===== config.mk =====
export PLATFORM = sky130hd
export DESIGN_NAME = sevenseg_capture
export DESIGN_NICKNAME = d
export VERILOG_FILES = /design/src/rtl/sevenseg_capture_pkg.sv /design/src/rtl/sevenseg_capture_decode.sv /design/src/rtl/sevenseg_capture.sv
export SDC_FILE = /design/constraint.sdc
export NUM_CORES = 1
export LEC_CHECK = 0
export BUFFER_PORTS_ARGS = -buffer_cell sky130_fd_sc_hd__buf_2
export CAP_MARGIN = 40
export CORE_AREA = 2 2 93 95
export DETAILED_ROUTE_END_ITERATION = 8
export DIE_AREA = 0 0 95 97
export GPL_ROUTABILITY_DRIVEN = 1
export GPL_TIMING_DRIVEN = 0
export HOLD_SLACK_MARGIN = 0.15
export PLACE_DENSITY = 0.54
export SLEW_MARGIN = 20
export SYNTH_ARGS = -nofsm -noshare
export SYNTH_HDL_FRONTEND = slang
export SYNTH_HIERARCHICAL = 1
export SYNTH_SLANG_ARGS = --single-unit

===== constraint.sdc =====
create_clock -name clk -period 3.05 [get_ports clk]
set_input_delay 0.4575 -clock clk [delete_from_list [all_inputs] [get_ports clk]]
set_output_delay 0.4575 -clock clk [all_outputs]
set_load 0.01 [all_outputs]

===== src/rtl/sevenseg_capture_pkg.sv =====
// rtl/sevenseg_capture_pkg.sv - seven-segment encoding shared with the display driver
package sevenseg_capture_pkg;

  // Segment bit order on the bus: bit0=a ... bit6=g, active-high
  localparam int SEG_A = 0;
  localparam int SEG_B = 1;
  localparam int SEG_C = 2;
  localparam int SEG_D = 3;
  localparam int SEG_E = 4;
  localparam int SEG_F = 5;
  localparam int SEG_G = 6;

  localparam logic [3:0] BLANK_CODE = 4'd12;

  localparam logic [6:0] SEG_0     = 7'h3F;
  localparam logic [6:0] SEG_1     = 7'h06;
  localparam logic [6:0] SEG_2     = 7'h5B;
  localparam logic [6:0] SEG_3     = 7'h4F;
  localparam logic [6:0] SEG_4     = 7'h66;
  localparam logic [6:0] SEG_5     = 7'h6D;
  localparam logic [6:0] SEG_6     = 7'h7D;
  localparam logic [6:0] SEG_7     = 7'h07;
  localparam logic [6:0] SEG_8     = 7'h7F;
  localparam logic [6:0] SEG_9     = 7'h6F;
  localparam logic [6:0] SEG_A_HEX = 7'h77;
  localparam logic [6:0] SEG_B_HEX = 7'h7C;
  localparam logic [6:0] SEG_BLANK = 7'h00;
  localparam logic [6:0] SEG_D_HEX = 7'h5E;
  localparam logic [6:0] SEG_E_HEX = 7'h79;
  localparam logic [6:0] SEG_F_HEX = 7'h71;

  // Forward encoding; the capture path inverts it by search
  function automatic logic [6:0] seg_encode(input logic [3:0] code);
    case (code)
      4'd0:       seg_encode = SEG_0;
      4'd1:       seg_encode = SEG_1;
      4'd2:       seg_encode = SEG_2;
      4'd3:       seg_encode = SEG_3;
      4'd4:       seg_encode = SEG_4;
      4'd5:       seg_encode = SEG_5;
      4'd6:       seg_encode = SEG_6;
      4'd7:       seg_encode = SEG_7;
      4'd8:       seg_encode = SEG_8;
      4'd9:       seg_encode = SEG_9;
      4'd10:      seg_encode = SEG_A_HEX;
      4'd11:      seg_encode = SEG_B_HEX;
      BLANK_CODE: seg_encode = SEG_BLANK;
      4'd13:      seg_encode = SEG_D_HEX;
      4'd14:      seg_encode = SEG_E_HEX;
      default:    seg_encode = SEG_F_HEX;
    endcase
  endfunction

endpackage


===== src/rtl/sevenseg_capture_decode.sv =====
// rtl/sevenseg_capture_decode.sv - combinational 7-bit pattern to {value, err}
module sevenseg_decode
  import sevenseg_capture_pkg::*;
(
  input  logic [6:0] pattern,
  output logic [3:0] value,
  output logic       err
);

  // Reverse lookup over the 16 legal codes; anything else is flagged with value 0
  always_comb begin
    value = 4'd0;
    err   = 1'b1;
    for (int i = 0; i < 16; i++) begin
      if (pattern == seg_encode(4'(i))) begin
        value = 4'(i);
        err   = 1'b0;
      end
    end
  end

endmodule


===== src/rtl/sevenseg_capture.sv =====
// rtl/sevenseg_capture.sv - synchronise, qualify and decode a 7-seg bus; option SEVENSEG_CAPTURE_INVERT_EN
module sevenseg_capture
  import sevenseg_capture_pkg::*;
#(
  parameter int STABLE_CYCLES = 4,
  parameter int CNT_W         = 8
) (
  input  logic             clk,
  input  logic             rst_n,
  input  logic [6:0]       seg_in,
  input  logic             clr,
  input  logic             ready,
  output logic             valid,
  output logic [3:0]       value,
  output logic             err,
  output logic             overrun,
  output logic [CNT_W-1:0] event_count
);

  localparam logic [7:0] STAB_MAX  = 8'(STABLE_CYCLES);
  localparam logic [7:0] STAB_LAST = 8'(STABLE_CYCLES - 1);

  logic [6:0] seg_pin;
  logic [6:0] sync1;
  logic [6:0] s;
  logic [6:0] s_prev;
  logic [7:0] stab_cnt;
  logic [6:0] last_reported;
  logic [3:0] dec_value;
  logic       dec_err;
  logic       accept;

`ifdef SEVENSEG_CAPTURE_INVERT_EN
  // Common-anode displays drive segments low; normalise before synchronising
  assign seg_pin = ~seg_in;
`else
  assign seg_pin = seg_in;
`endif

  // Two-flop synchroniser plus a delayed copy for change detection
  always_ff @(posedge clk or negedge rst_n) begin
    if (!rst_n) begin
      sync1  <= '0;
      s      <= '0;
      s_prev <= '0;
    end else begin
      sync1  <= seg_pin;
      s      <= sync1;
      s_prev <= s;
    end
  end

  // Stability counter: restarts on any change, saturates once the pattern is qualified
  always_ff @(posedge clk or negedge rst_n) begin
    if (!rst_n) begin
      stab_cnt <= '0;
    end else if (s != s_prev) begin
      stab_cnt <= '0;
    end else if (stab_cnt != STAB_MAX) begin
      stab_cnt <= stab_cnt + 8'd1;
    end
  end

  // Saturation guarantees a single accept per stable period; repeats of the last pattern are ignored
  assign accept = (s == s_prev) && (stab_cnt == STAB_LAST) && (s != last_reported);

  sevenseg_decode u_decode (
    .pattern (s),
    .value   (dec_value),
    .err     (dec_err)
  );

  // Remember the last accepted pattern so a re-stabilised copy makes no event
  always_ff @(posedge clk or negedge rst_n) begin
    if (!rst_n) begin
      last_reported <= SEG_BLANK;
    end else if (accept) begin
      last_reported <= s;
    end
  end

  // One-entry holding register; a new accept always wins over the consumer's pop
  always_ff @(posedge clk or negedge rst_n) begin
    if (!rst_n) begin
      valid <= 1'b0;
      value <= 4'd0;
      err   <= 1'b0;
    end else if (accept) begin
      valid <= 1'b1;
      value <= dec_value;
      err   <= dec_err;
    end else if (valid && ready) begin
      valid <= 1'b0;
    end
  end

  // Overrun is sticky; an overwrite in the clear cycle still sets it
  always_ff @(posedge clk or negedge rst_n) begin
    if (!rst_n) begin
      overrun <= 1'b0;
    end else if (accept && valid && !ready) begin
      overrun <= 1'b1;
    end else if (clr) begin
      overrun <= 1'b0;
    end
  end

  // Event counter wraps; an accept in the clear cycle counts as the first event
  always_ff @(posedge clk or negedge rst_n) begin
    if (!rst_n) begin
      event_count <= '0;
    end else if (accept) begin
      event_count <= clr ? CNT_W'(1) : event_count + CNT_W'(1);
    end else if (clr) begin
      event_count <= '0;
    end
  end

endmodule

-- Word-level counts from Yosys, hierarchy flattened
Cells that the tools add are included.
- multiplexer cells: 40
- $add $sub $neg: 2
- eq/ne operators: 20
- reductions and logical operators: 11
- operator list (kind ; count):
    == test 7 bit (second input constant) ; 12
    two-way mux 8 bit ; 5
    two-way mux 4 bit ; 8
    two-way mux 1 bit ; 21
    adder 8 x 1 -> 8 bit (second input constant) ; 2
    == test 7 x 3 -> 1 bit (second input constant) ; 2
    != test 7 bit ; 2
    two-way mux 3 bit ; 4
    == test 8 x 2 -> 1 bit (second input constant) ; 1
    != test 8 x 3 -> 1 bit (second input constant) ; 1
    nonzero test 2 bit ; 4
    == test 7 x 6 -> 1 bit (second input constant) ; 1
    == test 7 bit ; 1
    logical NOT 7 bit ; 1
    logical AND 1 bit ; 5
    two-way mux 2 bit ; 2
    logical NOT 1 bit ; 1
- output and inout bits: 15
- input bits: 11
- logic and storage cells: 83
- flip-flop bits (word level): 51

-- Longest topological paths before layout
Gate-level depths: netlist (run 1).
- depth after elaboration: 17
- gate-level depth with buffers: 7
- gate-level depth less buffers: 7

-- By module
The synthesis (run 1) kept the hierarchy.
- modules (own cells, without submodules) (module ; sequential area each (um^2) ; cells each ; instances ; area an instance (um^2)):
    sevenseg_capture ; 1276.2 ; 162 ; 1 ; 2072.0
    sevenseg_decode ; 0.0 ; 51 ; 1 ; 352.8

-- Worst setup path after synthesis (run 1)
No wires, ideal clock.
- kind: register to register
- start point: reg stab_cnt[4]
- end point: reg event_count[5]
- path buffers: 1
- required time: 2922 ps
- period minus slack after synthesis: 2187 ps
- path slack: 863 ps
- setup time: 128 ps
- stages on the path, launching flop included: 7
- data arrival time: 2060 ps
- cells stage by stage: dfrtp_1 -> or4_4 -> nor4b_4 -> nand3_2 -> buf_6 -> nor4_2 -> mux2_1
- word-level cells in the longest chain between the ends: 4
- elaborated cells on any way between the ends: 5
- those cells by class: 1 x eq/ne; 1 x mux; 3 x reduce/logical
- RTL lines (what ; line ; source):
    start: declaration ; sevenseg_capture.sv:27 ; logic [7:0] stab_cnt;
    start signal: assignment ; sevenseg_capture.sv:60 ; stab_cnt <= stab_cnt + 8'd1;
    == test 8 x 2 -> 1 bit * ; sevenseg_capture.sv:65 ; assign accept = (s == s_prev) && (stab_cnt == STAB_LAST) && (s != last_reported);
    logical AND 1 bit * (2 in series) ; sevenseg_capture.sv:65 ;
    two-way mux 8 bit / nonzero test 2 bit (equally long branches) ; n/a ;
    end signal: assignment ; sevenseg_capture.sv:113 ; event_count <= clr ? CNT_W'(1) : event_count + CNT_W'(1);
    end: declaration ; sevenseg_capture.sv:17 ; output logic [CNT_W-1:0] event_count
Mark *: on every way between the ends. The rest lies on a longest branch, timed or not.
A chain may end at the register's enable or synchronous reset.

-- Worst setup path in the final report (run 1)
- start point: reg stab_cnt[4]
- end point: reg last_reported[2]
- word-level cells in the longest chain between the ends: 3
- RTL lines (what ; line ; source):
    == test 8 x 2 -> 1 bit ; sevenseg_capture.sv:65 ;
    logical AND 1 bit (2 in series) ; sevenseg_capture.sv:65 ;
    end signal: assignment ; sevenseg_capture.sv:78 ; last_reported <= s;
    end: declaration ; sevenseg_capture.sv:28 ; logic [6:0] last_reported;
Every way passes these cells.

==> metrics.md, run 1 <==
| Metric | Value |
|---|---|
| Status | finished, final reports clean |
| Worst setup skew after layout | about 0.0070 ns |
| Synthesized instance count | ~210 |
| Post-Place Cell Area | 0.00268 mm2 |
| DRC Markers | 0 |
| CP Buf/Inv Count | 1 |
| Family with the most delay on the worst path | simple AND/OR/NAND/NOR gates |
| Via count normalized by instance count | approximately 4.6 |
| Core region area | roughly 0.0081 mm2 |
| Number of pins with negative max-slew slack in the final report | 0 |
| Largest net degree at the start of global routing | 52 |
| Total wire length after detailed routing | 4410 um |
| Critical path class | register to register |
| Clock slew seen by the registers of the worst setup and hold paths | approximately 0.1 ns |
| Area of the die | 0.00922 mm2 |
| Number of synthesized register bits | 51 |
| Data arrival time of the worst path | 2.54 ns |
| Number of vias after detailed routing | around 1600 |
| Summed negative setup slack over all endpoints | 0 ns |
| Critical path peak fanout | 10 |
| Switching fraction of total power | 25.4% |
| Relative slew slack | 58.2% |
| Core utilization of the finished layout | 34.1% |
| Post-synth top area share | 52.6% |
| Cell-internal power | around 0.00089 W |
| H-tree levels | 2 |
| Number of nets still failing antenna checks after routing | 0 |
| Sequential element share of the synthesized area | a little over half |
| Number of sinks handled by clock tree synthesis | a little over 50 |
| Fraction of registers with async set or reset after synthesis | between 90% and 100% |
| Yosys warns | 6 |
| Sequential Power Share | 59.2% |
| Share of power burned in the clock network | about a third |
| Main area contributors after synthesis | sky130_fd_sc_hd__dfrtp_1 (53%), sky130_fd_sc_hd__mux2_2 (6.0%), sky130_fd_sc_hd__xnor2_1 (4.0%), sky130_fd_sc_hd__xor2_1 (3.6%), sky130_fd_sc_hd__nor2_1 (2.6%) |
| Net count after synthesis | between 200 and 250 |
| RePlAce Congestion | about 0.8 |
| Combinational Power Share | just under 6% |
| Clock period minus worst slack | approximately 2.3 ns |
| Pwr per Cell Area | roughly 430 mW/mm2 |
| Largest buffer count on any clock path | 2 |
| Unrepaired setup endpoints after global routing | false |
| Via count of the first global-routing pass | 1624 |
| Maximum Capacitance Violations | 0 |
| Reg-to-reg endpoint | last_reported[2] |
| Min-delay worst type | input pin to async pin |
| Measured slew at the worst slew-check pin | 0.627 ns |
| Cell chain of the critical path | or4_4 > nor4b_4 > nand3_2 > nor2_2 > buf_6 > mux2_2 |
| Post-CTS resize count | 0 |
| Overall die width | roughly 95 um |
| Total GRT Usage | between 10% and 20% |
| Highest clock rate | between 400 and 500 MHz |
| Final count of hold timing violations | 0 |
| Cell area after layout | around 0.0028 mm2 |
| Worst R2R Start | stab_cnt[4] |
| I/O pin total | 26 |
| Total clock buffers created by CTS | 5 |
| Post-synthesis cell area | ~0.0024 mm2 |
| Launching element type of the critical path | register |
| Global-route wire length before repair | ~7700 um |
| R2r setup slk | approximately 0.71 ns |
| Congestion Overflow GR | 0 |
| Worst path slowest cell | sky130_fd_sc_hd__or4_4 |
| Share of layout cells above drive strength 1 | 26.1% |
| Starting Density | around 30% |
| Critical path required time | 3.25 ns |
| Dominant register cell in the synthesized netlist | sky130_fd_sc_hd__dfrtp_1 |
| Buffers inserted by post-CTS timing repair | 0 |
| EDFF count, synth | 0 |
| Number of antenna violations at the first check in global routing | 0 |
| Insertion delay to the later sink of the worst-skew pair | roughly 0.30 ns |
| Worst hold slack | roughly 0.17 ns |
| Buffers on Ports | 24 |
| Layout overhead on the synthesized area | 14.4% |
| Average wire per cell in the routed design | roughly 13 um |
| Sum of internal, switching and leakage power | approximately 0.0012 W |
| TritonCTS clock tree | built |
| Antenna diode count | 0 |
| First-pass DRT Iterations | 4 |
| Worst ir drop on vdd | ~0.15 mV |
| Syn Area/Cell | 11.4 um2 |
| Detailed router's first-iteration violation count | 50 |
| Die H | ~97 um |
| Final HPWL from detailed placement | approximately 3000 um |
| Number of placement rows | 33 |
| Final setup fails | 0 |
| Static power due to leakage | between 1 and 1.5 nW |
| Nets | approximately 260 |
| Capturing element type of the critical path | register |
| Cell variety after synth | 50 |
| Switching power total | between 0.0003 and 0.0004 W |
| Cell taking the most area after synthesis | sky130_fd_sc_hd__dfrtp_1 |
| Largest stage delay, worst path | 0.57 ns |
| Logic depth of the worst register-to-register path | 6 |
| Final worst path period share | approximately 77% |
| Hold buffers post-CTS | 0 |
| Root Buffer Master | sky130_fd_sc_hd__clkbuf_8 |
==> cell type report <==
cell class                      instances  area, um2
Clock buffer                            5       68.8
Buffer                                  8       50.0
Fill cell                             801       5360
Multi-Input combinational cell        145       1060
Clock inverter                          3       27.5
Tap cell                              105        131
Timing Repair Buffer                   24        123
Sequential cell                        51       1280
Inverter                                9       33.8
==> synth_stat cells, types with 4 or more instances <==
master                     n
sky130_fd_sc_hd__a21oi_1   6
sky130_fd_sc_hd__buf_2     4
sky130_fd_sc_hd__dfrtp_1  51
sky130_fd_sc_hd__inv_1     9
sky130_fd_sc_hd__mux2_2   13
sky130_fd_sc_hd__nand2_1  14
sky130_fd_sc_hd__nand3_1   9
sky130_fd_sc_hd__nor2_1   17
sky130_fd_sc_hd__nor3_1    5
sky130_fd_sc_hd__or4_1     4
sky130_fd_sc_hd__xnor2_1  11
sky130_fd_sc_hd__xor2_1   10
==> stage by stage <==
stage	setup WS, ns	std cells
after floorplan	0.863	213
after global placement	0.691	342
after detailed placement	0.672	342
after CTS	0.666	350
after global routing	0.594	350
final	0.709	350
==> worst max path at each step <==
stage | from | to | slack (ns) | cells after the start
after floorplan | stab_cnt[4] | event_count[5] | 0.86 | 6
after global placement | stab_cnt[4] | value[2] | 0.69 | 6
after detailed placement | stab_cnt[4] | last_reported[2] | 0.67 | 6
after CTS | stab_cnt[4] | last_reported[2] | 0.67 | 6
after global routing | stab_cnt[4] | last_reported[1] | 0.59 | 6
final | stab_cnt[4] | last_reported[2] | 0.71 | 6
==> power groups by stage <==
| stage | clock network, W | logic (W) | registers, W |
|---|---|---|---|
| floorplan | 0 | 0.0000429 | 0.000714 |
| finish | 0.000415 | 0.0000695 | 0.000704 |
| global placement | 0 | 0.0000702 | 0.000718 |
| detailed placement | 0 | 0.0000709 | 0.000718 |
| CTS | 0.000437 | 0.0000712 | 0.000705 |
| global route | 0.000471 | 0.0000792 | 0.000708 |
==> worst register-to-register path, delay by kind of cell, from the launching register on <==
kind / cells / cell delay [ns]
mux: 1 / 0.35
simple gates: 4 / 1.25
buf+inv: 1 / 0.21
flops: 1 / 0.42
==> registers in the layout, indices dropped and copies added, names as in the netlist <==
signal and cells:
s_prev 7, valid 1, last_reported 7, value 4, s 7, sync1 7, event_count 8, overrun 1
err 1, stab_cnt 8
==> layout by cell type (no fill, tap or decap), types with 3 or more instances in the layout <==
cell / count
sky130_fd_sc_hd__inv_1: 9
sky130_fd_sc_hd__nor4_2: 3
sky130_fd_sc_hd__clkbuf_8: 5
sky130_fd_sc_hd__nand2_1: 14
sky130_fd_sc_hd__nor2b_1: 3
sky130_fd_sc_hd__nand2b_1: 3
sky130_fd_sc_hd__nand3_1: 9
sky130_fd_sc_hd__mux2_2: 13
sky130_fd_sc_hd__or3_1: 3
sky130_fd_sc_hd__buf_2: 27
sky130_fd_sc_hd__nor3_1: 5
sky130_fd_sc_hd__ha_1: 3
sky130_fd_sc_hd__xor2_1: 10
sky130_fd_sc_hd__o21ai_0: 3
sky130_fd_sc_hd__a21oi_1: 6
sky130_fd_sc_hd__o21ai_1: 3
sky130_fd_sc_hd__nor2_1: 17
sky130_fd_sc_hd__dfrtp_1: 51
sky130_fd_sc_hd__or4_1: 4
sky130_fd_sc_hd__xnor2_1: 11
==> cells by family after synthesis <==
group | synth area share (%)
flip-flops | 52.6
adder cells (fa/ha/maj) | 1.55
XOR/XNOR | 7.58
multiplexers | 7.33
AO/OA/AOI/OAI | 8.20
buffers and inverters | 3.46
AND/OR/NAND/NOR | 19.2
==> metal layers <==
metal  global-route usage, %  vias to the layer above  wire, um
li1                        -                      814         -
met1                    14.4                      783      2210
met4                    3.68                        0        42
met5                       0                        -         0
met2                    15.8                       20      2050
met3                    2.41                        2       106
(Power assumes the default switching activity.)
==> run 2, diff against run 1 <==
==> constraint.sdc (replaced) <==
create_clock -name clk -period 2.2 [get_ports clk]
set_input_delay 0.33 -clock clk [delete_from_list [all_inputs] [get_ports clk]]
set_output_delay 0.33 -clock clk [all_outputs]
set_load 0.01 [all_outputs]
==> metrics.md, run 2 (synthesis results as in run 1) <==
| Metric | Value |
|---|---|
| Insertion delay to the later sink of the worst-skew pair | 0.31 ns (about the same) |
| Logic depth of the worst register-to-register path | 6 (unchanged) |
| Switching power total | 0.000427 W (+41%) |
| Unrepaired setup endpoints after global routing | true |
| Top flop regs | event_count x8, stab_cnt x8 |
| Total wire length after detailed routing | 4590 um (+4.1%) |
| Critical path peak fanout | 3 (-7) |
| Largest stage delay, worst path | 0.56 ns (about the same) |
| Number of vias after detailed routing | 1702 (+5.1%) |
| Largest net degree at the start of global routing | 52 (unchanged) |
| Measured slew at the worst slew-check pin | 0.633 ns (+0.00586 ns) |
| Die H | 97 um (unchanged) |
| Worst Hold Path Cells | 3 |
| Worst R2R Start | stab_cnt[7] |
| Capturing element type of the critical path | register |
| Instance count after placement with tap cells included | 342 (unchanged) |
| Number of antenna violations at the first check in global routing | 0 (unchanged) |
| Via count of the first global-routing pass | 1702 (+4.8%) |
| Via count normalized by instance count | 4.61 (-0.29%) |
| Congestion Overflow GR | 0 (unchanged) |
| Static power due to leakage | 1.30 nW (+7.9%) |
| Antenna diode count | 0 (unchanged) |
| Final setup fails | 0 (unchanged) |
| Highest clock rate | 461 MHz (+7.9%) |
| First-pass DRT Iterations | 4 (unchanged) |
| Launching element type of the critical path | register |
| Detailed router's first-iteration violation count | 49 (-2.0%) |
| Share of power burned in the clock network | 34.8% (about the same) |
| Data arrival time of the worst path | 2.41 ns (-0.13 ns) |
| Commonest non-fill, non-tap cells in the layout | sky130_fd_sc_hd__dfrtp_1 (51), sky130_fd_sc_hd__buf_2 (27), sky130_fd_sc_hd__nor2_1 (16) |
| R2r setup slk | 0.03 ns (-0.68 ns) |
| Min-delay worst type | input pin to register |
| Worst setup slack after layout | 0.0297 ns (-0.679 ns) |
| Cell chain of the critical path | or4_4 > nor4b_4 > nand3_2 > buf_6 > or4_1 > a21oi_2 |
| Worst Setup Slack post-DPL | -0.178 ns (-0.850 ns) |
| Overall die width | 95 um (unchanged) |
| Clock period minus worst slack | 2.17 ns (-0.171 ns) |
| Cell-internal power | 0.00124 W (+40%) |
| Critical path required time | 2.44 ns (-0.81 ns) |
| Largest buffer count on any clock path | 2 (unchanged) |
| Final HPWL from detailed placement | 3060 um (unchanged) |
| Switching fraction of total power | 25.6% (+0.23 points) |
| Layout overhead on the synthesized area | 23.8% |
| Buffers on Ports | 24 (unchanged) |
| Nets | 277 (+7.4%) |
| Pwr per Cell Area | 555 mW/mm2 (+30%) |
| Number of sinks handled by clock tree synthesis | 51 (unchanged) |
| Sequential Power Share | 58.6% (-0.6 points) |
| Most frequent standard cell in the layout excluding fill and tap cells | sky130_fd_sc_hd__dfrtp_1 |
| Average wire per cell in the routed design | 12.4 um (-1.3%) |
| Worst path slowest cell | sky130_fd_sc_hd__or4_4 |
| Maximum Capacitance Violations | 0 (unchanged) |
| Starting Density | 29.8% (unchanged) |
| H-tree levels | 2 (unchanged) |
| Share of layout cells above drive strength 1 | 31.1% (+4.9 points) |
| Worst setup skew after layout | 0.00734 ns (+0.000305 ns) |
| Area of the die | 0.00922 mm2 (unchanged) |
| Worst ir drop on vdd | 0.202 mV (+38%) |
| Core region area | 0.00813 mm2 (unchanged) |
| Final count of hold timing violations | 0 (unchanged) |
| Total clock buffers created by CTS | 5 (unchanged) |
| Number of nets still failing antenna checks after routing | 0 (unchanged) |
| Filler-free cell count of the finished design | 369 (+5.4%) |
| Global-route wire length before repair | 7980 um (+4.0%) |
| Root Buffer Master | sky130_fd_sc_hd__clkbuf_8 |
| Clock slew seen by the registers of the worst setup and hold paths | 0.10 ns (about the same) |
| Reg-to-reg endpoint | event_count[4] |
| Final worst path period share | 98.7% (+22 points) |
| Number of placement rows | 33 (unchanged) |
| RePlAce Congestion | 0.782 (unchanged) |
| Source of the worst hold timing path | ready |
| I/O pin total | 26 (unchanged) |
| Total GRT Usage | 10.8% (+0.37 points) |
| Critical path class | register to register |
| DRC Markers | 0 (unchanged) |
| Number of pins with negative max-slew slack in the final report | 0 (unchanged) |
| Sink of the worst hold path | overrun |
| Relative slew slack | 57.8% (-0.39 points) |
| Combinational Power Share | 6.6% (+0.8 points) |
| TritonCTS clock tree | built |
| Status | finished, final reports clean |
-- run 2: cell count changes in the layout (fill, tap and decap cells not counted), sizes merged --
cell	change
buf	+11
dlygate4sd3	+8
-- run 2: stage by stage --
stage | instance area, um2 | hold WS, ns | setup TNS [ns] | util (%) | total power, W
after floorplan | 2420 | 0.0344 | 0 | - | 0.00105
after global placement | 2680 | 0.332 | -1.38 | 32.9 | 0.00109
after detailed placement | 2680 | 0.335 | -1.51 | 32.9 | 0.00109
after CTS | 2950 | 0.301 | 0 | 36.3 | 0.00169
after global routing | 3000 | 0.319 | -0.195 | 36.9 | 0.00176
final | 3000 | 0.323 | 0 | 36.9 | 0.00167
-- run 2: critical path: cells and delay by family, from the launching register on --
kind	cells	cell delay, ns
AND/OR/NAND/NOR	4	1.44
flip-flops	1	0.39
AO/OA/AOI/OAI	1	0.12
buffers and inverters	1	0.16
-- run 2: power groups by stage --
stage                     Clock (W)  Combinational, W  Sequential (W)
final                      0.000580          0.000111        0.000977
after detailed placement          0         0.0000983        0.000996
after global routing       0.000651          0.000125        0.000981
after CTS                  0.000605          0.000111        0.000977
after floorplan                   0         0.0000595        0.000990
after global placement            0         0.0000973        0.000996
-- run 2: per-layer routing --
layer | up-vias | global-route usage, % | share of wire (%)
met5 | - | 0 | 0
met1 | 819 | 14.7 | 48
met4 | 0 | 3.68 | 1.6
li1 | 852 | - | -
met3 | 6 | 2.41 | 3.0
met2 | 25 | 16.7 | 47
-- run 2: cell type report --
type | count | area (um2)
buffer | 8 | 53.8
clock buffer | 5 | 68.8
clock inverter | 3 | 27.5
fill | 795 | 5130
inverter | 9 | 33.8
multi-input combinational | 145 | 1120
sequential | 51 | 1280
tap | 105 | 131
timing repair buffer | 43 | 293
-- run 2: worst max-delay path by stage --
stage | from | cells after the start | end | slack, ns
3_3_place_gp | stab_cnt[4] | 6 | value[2] | -0.16
5_1_grt | stab_cnt[7] | 7 | event_count[2] | -0.06
4_1_cts | stab_cnt[7] | 7 | event_count[2] | 0.009
2_1_floorplan | stab_cnt[4] | 6 | event_count[5] | 0.01
6_report | stab_cnt[7] | 6 | event_count[4] | 0.03
3_5_place_dp | stab_cnt[4] | 6 | last_reported[2] | -0.18
-- run 2: what timing repair did --
item	in CTS	in global routing
hold buffers	8	0
pin swaps	9	1
gates resized for setup	6	8
buffers inserted	9	2
setup endpoints to repair	10	14
hold endpoints to repair	58	0
==> run 3, diff against run 2 <==
--- a/config.mk
+++ b/config.mk
@@ -7,13 +7,13 @@
 export LEC_CHECK = 0
 export BUFFER_PORTS_ARGS = -buffer_cell sky130_fd_sc_hd__buf_2
 export CAP_MARGIN = 40
-export CORE_AREA = 2 2 93 95
+export CORE_AREA = 2 2 71 73
 export DETAILED_ROUTE_END_ITERATION = 8
-export DIE_AREA = 0 0 95 97
+export DIE_AREA = 0 0 73 75
 export GPL_ROUTABILITY_DRIVEN = 1
 export GPL_TIMING_DRIVEN = 0
 export HOLD_SLACK_MARGIN = 0.15
-export PLACE_DENSITY = 0.54
+export PLACE_DENSITY = 0.8
 export SLEW_MARGIN = 20
 export SYNTH_ARGS = -nofsm -noshare
 export SYNTH_HDL_FRONTEND = slang
==> metrics.md, run 3 (synthesis results as in run 1) <==
| Metric | Value |
|---|---|
| Capturing element type of the critical path | register |
| Number of placement rows | 25 (-24%) |
| Starting Density | 52.0% (+22 points) |
| Final setup fails | 2 (+2) |
| Relative slew slack | 44.6% (-13 points) |
| Die H | 75 um (-23%) |
| Congestion Overflow GR | 0 (unchanged) |
| H-tree levels | 2 (unchanged) |
| Total GRT Usage | 16.9% (+6.1 points) |
| Final HPWL from detailed placement | 2820 um (-8.0%) |
| Overall die width | 73 um (-23%) |
| Top flop regs | event_count x8, stab_cnt x8 |
| Core region area | 0.00466 mm2 (-43%) |
| Data arrival time of the worst path | 2.45 ns (+0.04 ns) |
| Min-delay worst type | input pin to register |
| Launching element type of the critical path | register |
| Filler instances | 326 (-59%) |
| Number of sinks handled by clock tree synthesis | 51 (unchanged) |
| Cell chain of the critical path | or4_4 > nor4b_4 > nand3_2 > buf_4 > or4_4 > a21oi_2 |
| Highest clock rate | 451 MHz (-2.2%) |
| Largest buffer count on any clock path | 2 (unchanged) |
| Average wire per cell in the routed design | 14.2 um (+14%) |
| Worst Setup Slack post-DPL | -0.143 ns (+0.0348 ns) |
| Worst ir drop on vdd | 0.514 mV (+150%) |
| Insertion delay to the later sink of the worst-skew pair | 0.30 ns (about the same) |
| Clock period minus worst slack | 2.22 ns (+0.0494 ns) |
| Crit path to | event_count[4] |
| Unrepaired setup endpoints after global routing | true |
| Nets | 278 (+0.36%) |
| Final worst path period share | 101% (+2.2 points) |
| Total wire length after detailed routing | 4530 um (-1.2%) |
| Detailed router's first-iteration violation count | 202 (+310%) |
| Maximum Capacitance Violations | 0 (unchanged) |
| Number of pins with negative max-slew slack in the final report | 0 (unchanged) |
| Most frequent cell on the critical path | sky130_fd_sc_hd__or4_4 |
| Worst path slowest cell | sky130_fd_sc_hd__or4_4 |
| Via count of the first global-routing pass | 1592 (-6.5%) |
| Failing checks | negative setup slack |
| Total clock buffers created by CTS | 5 (unchanged) |
| Number of antenna violations at the first check in global routing | 0 (unchanged) |
| Pwr per Cell Area | 567 mW/mm2 (+2.1%) |
| Worst R2R Start | stab_cnt[6] |
| Number of nets still failing antenna checks after routing | 0 (unchanged) |
| Status | finished with violations |
| I/O pin total | 26 (unchanged) |
| Reg-to-reg endpoint | event_count[4] |
| Critical path class | register to register |
| Via count normalized by instance count | 5.60 (+21%) |
| Layout overhead on the synthesized area | 25.8% |
| Commonest non-fill, non-tap cells in the layout | sky130_fd_sc_hd__dfrtp_1 (51), sky130_fd_sc_hd__buf_2 (28), sky130_fd_sc_hd__nor2_1 (16) |
| Critical path peak fanout | 4 (+1) |
| Static power due to leakage | 1.34 nW (+2.9%) |
| Largest net degree at the start of global routing | 33 (-37%) |
| Sum of internal, switching and leakage power | 0.00173 W (+3.8%) |
| Buffers on Ports | 24 (unchanged) |
| DRC Markers | 0 (unchanged) |
| Clock slew seen by the registers of the worst setup and hold paths | 0.09 ns (about the same) |
| Most frequent standard cell in the layout excluding fill and tap cells | sky130_fd_sc_hd__dfrtp_1 |
| Worst Setup SP | stab_cnt[6] |
| Root Buffer Master | sky130_fd_sc_hd__clkbuf_8 |
| Global-route wire length before repair | 7210 um (-9.7%) |
| First-pass DRT Iterations | 4 (unchanged) |
| Final count of hold timing violations | 0 (unchanged) |
| Critical path required time | 2.43 ns (about the same) |
| RePlAce Congestion | 0.883 (+13%) |
| R2r setup slk | -0.02 ns (-0.05 ns) |
| Core utilization of the finished layout | 65.4% (+29 points) |
| Logic depth of the worst register-to-register path | 6 (unchanged) |
| Measured slew at the worst slew-check pin | 0.822 ns (+0.189 ns) |
| Area of the die | 0.00548 mm2 (-41%) |
| Share of layout cells above drive strength 1 | 32.1% (+1.0 points) |
| Largest stage delay, worst path | 0.57 ns (about the same) |
| TritonCTS clock tree | built |
| Worst setup skew after layout | 0.0123 ns (+0.00495 ns) |
| Worst setup slack after layout | -0.0197 ns (-0.0494 ns) |
| Number of vias after detailed routing | 1786 (+4.9%) |
| Antenna diode count | 0 (unchanged) |
[run 3: changes by cell type in the layout (fill, tap and decap cells not counted), sizes merged]
cell / previous run / this run
clkinv: 0 / 2
inv: 11 / 9
bufinv: 0 / 1
clkbuf: 7 / 8
clkinvlp: 1 / 0
[run 3: worst min-delay path by stage]
stage | start | to | depth (start not counted)
floorplan | rst_n | err | 0
global placement | sync1[4] | s[4] | 0
detailed placement | rst_n | event_count[7] | 1
CTS | ready | overrun | 3
global route | ready | overrun | 3
finish | ready | overrun | 3
[run 3: area by class of cell]
type	instances	area, um2	share of cell area (%)
inverters	9	33.8	1.11
plain buffers	8	53.8	1.76
flip-flops and latches	51	1280	41.8
clock inverters	3	43.8	1.44
well taps	54	67.6	2.21
multi-input cells	145	1170	38.5
clock buffers	5	68.8	2.26
repair buffers	44	332	10.9
[run 3: report_power, final]
| group | switching (W) | internal, W | leakage [nW] |
|---|---|---|---|
| sequential | 0.0000216 | 0.000956 | 0.664 |
| combinational | 0.0000624 | 0.0000505 | 0.616 |
| clock | 0.000300 | 0.000339 | 0.0581 |
| total | 0.000384 | 0.00135 | 1.34 |
[run 3: per-layer routing]
layer  vias to the layer above  track usage [%]  routed length [um]
li1                        857                -                   -
met2                        47             26.1                2180
met5                         -                0                   0
met3                         5             3.21                 178
met4                         0             5.56                  57
met1                       877             24.1                2120
[run 3: what timing repair did]
action | 4_1_cts | 5_1_grt
cloned | 0 | 1
endpoints found under the hold margin | 26 | 0
resized for setup | 3 | 26
hold buffers | 8 | 0
pin swaps | 4 | 6
endpoints found under the setup margin | 11 | 18
buffers inserted | 6 | 4
[run 3: worst max-delay path: cells and delay by family, from the launching register on]
kind | cells | cell delay, ns
and+or+nand+nor | 4 | 1.47
DFF | 1 | 0.39
buffers and inverters | 1 | 0.18
AOI/OAI and AO/OA | 1 | 0.12
[run 3: stage by stage]
stage / setup TNS, ns / cells / instance area, um2 / hold slack (ns)
3_5_place_dp: -1.28 / 292 / 2630 / 0.318
2_1_floorplan: 0 / 213 / 2420 / 0.0344
5_1_grt: -1.16 / 319 / 3050 / 0.344
4_1_cts: -0.0201 / 314 / 2880 / 0.319
6_report: -0.0350 / 319 / 3050 / 0.330
3_3_place_gp: -1.09 / 291 / 2610 / 0.332
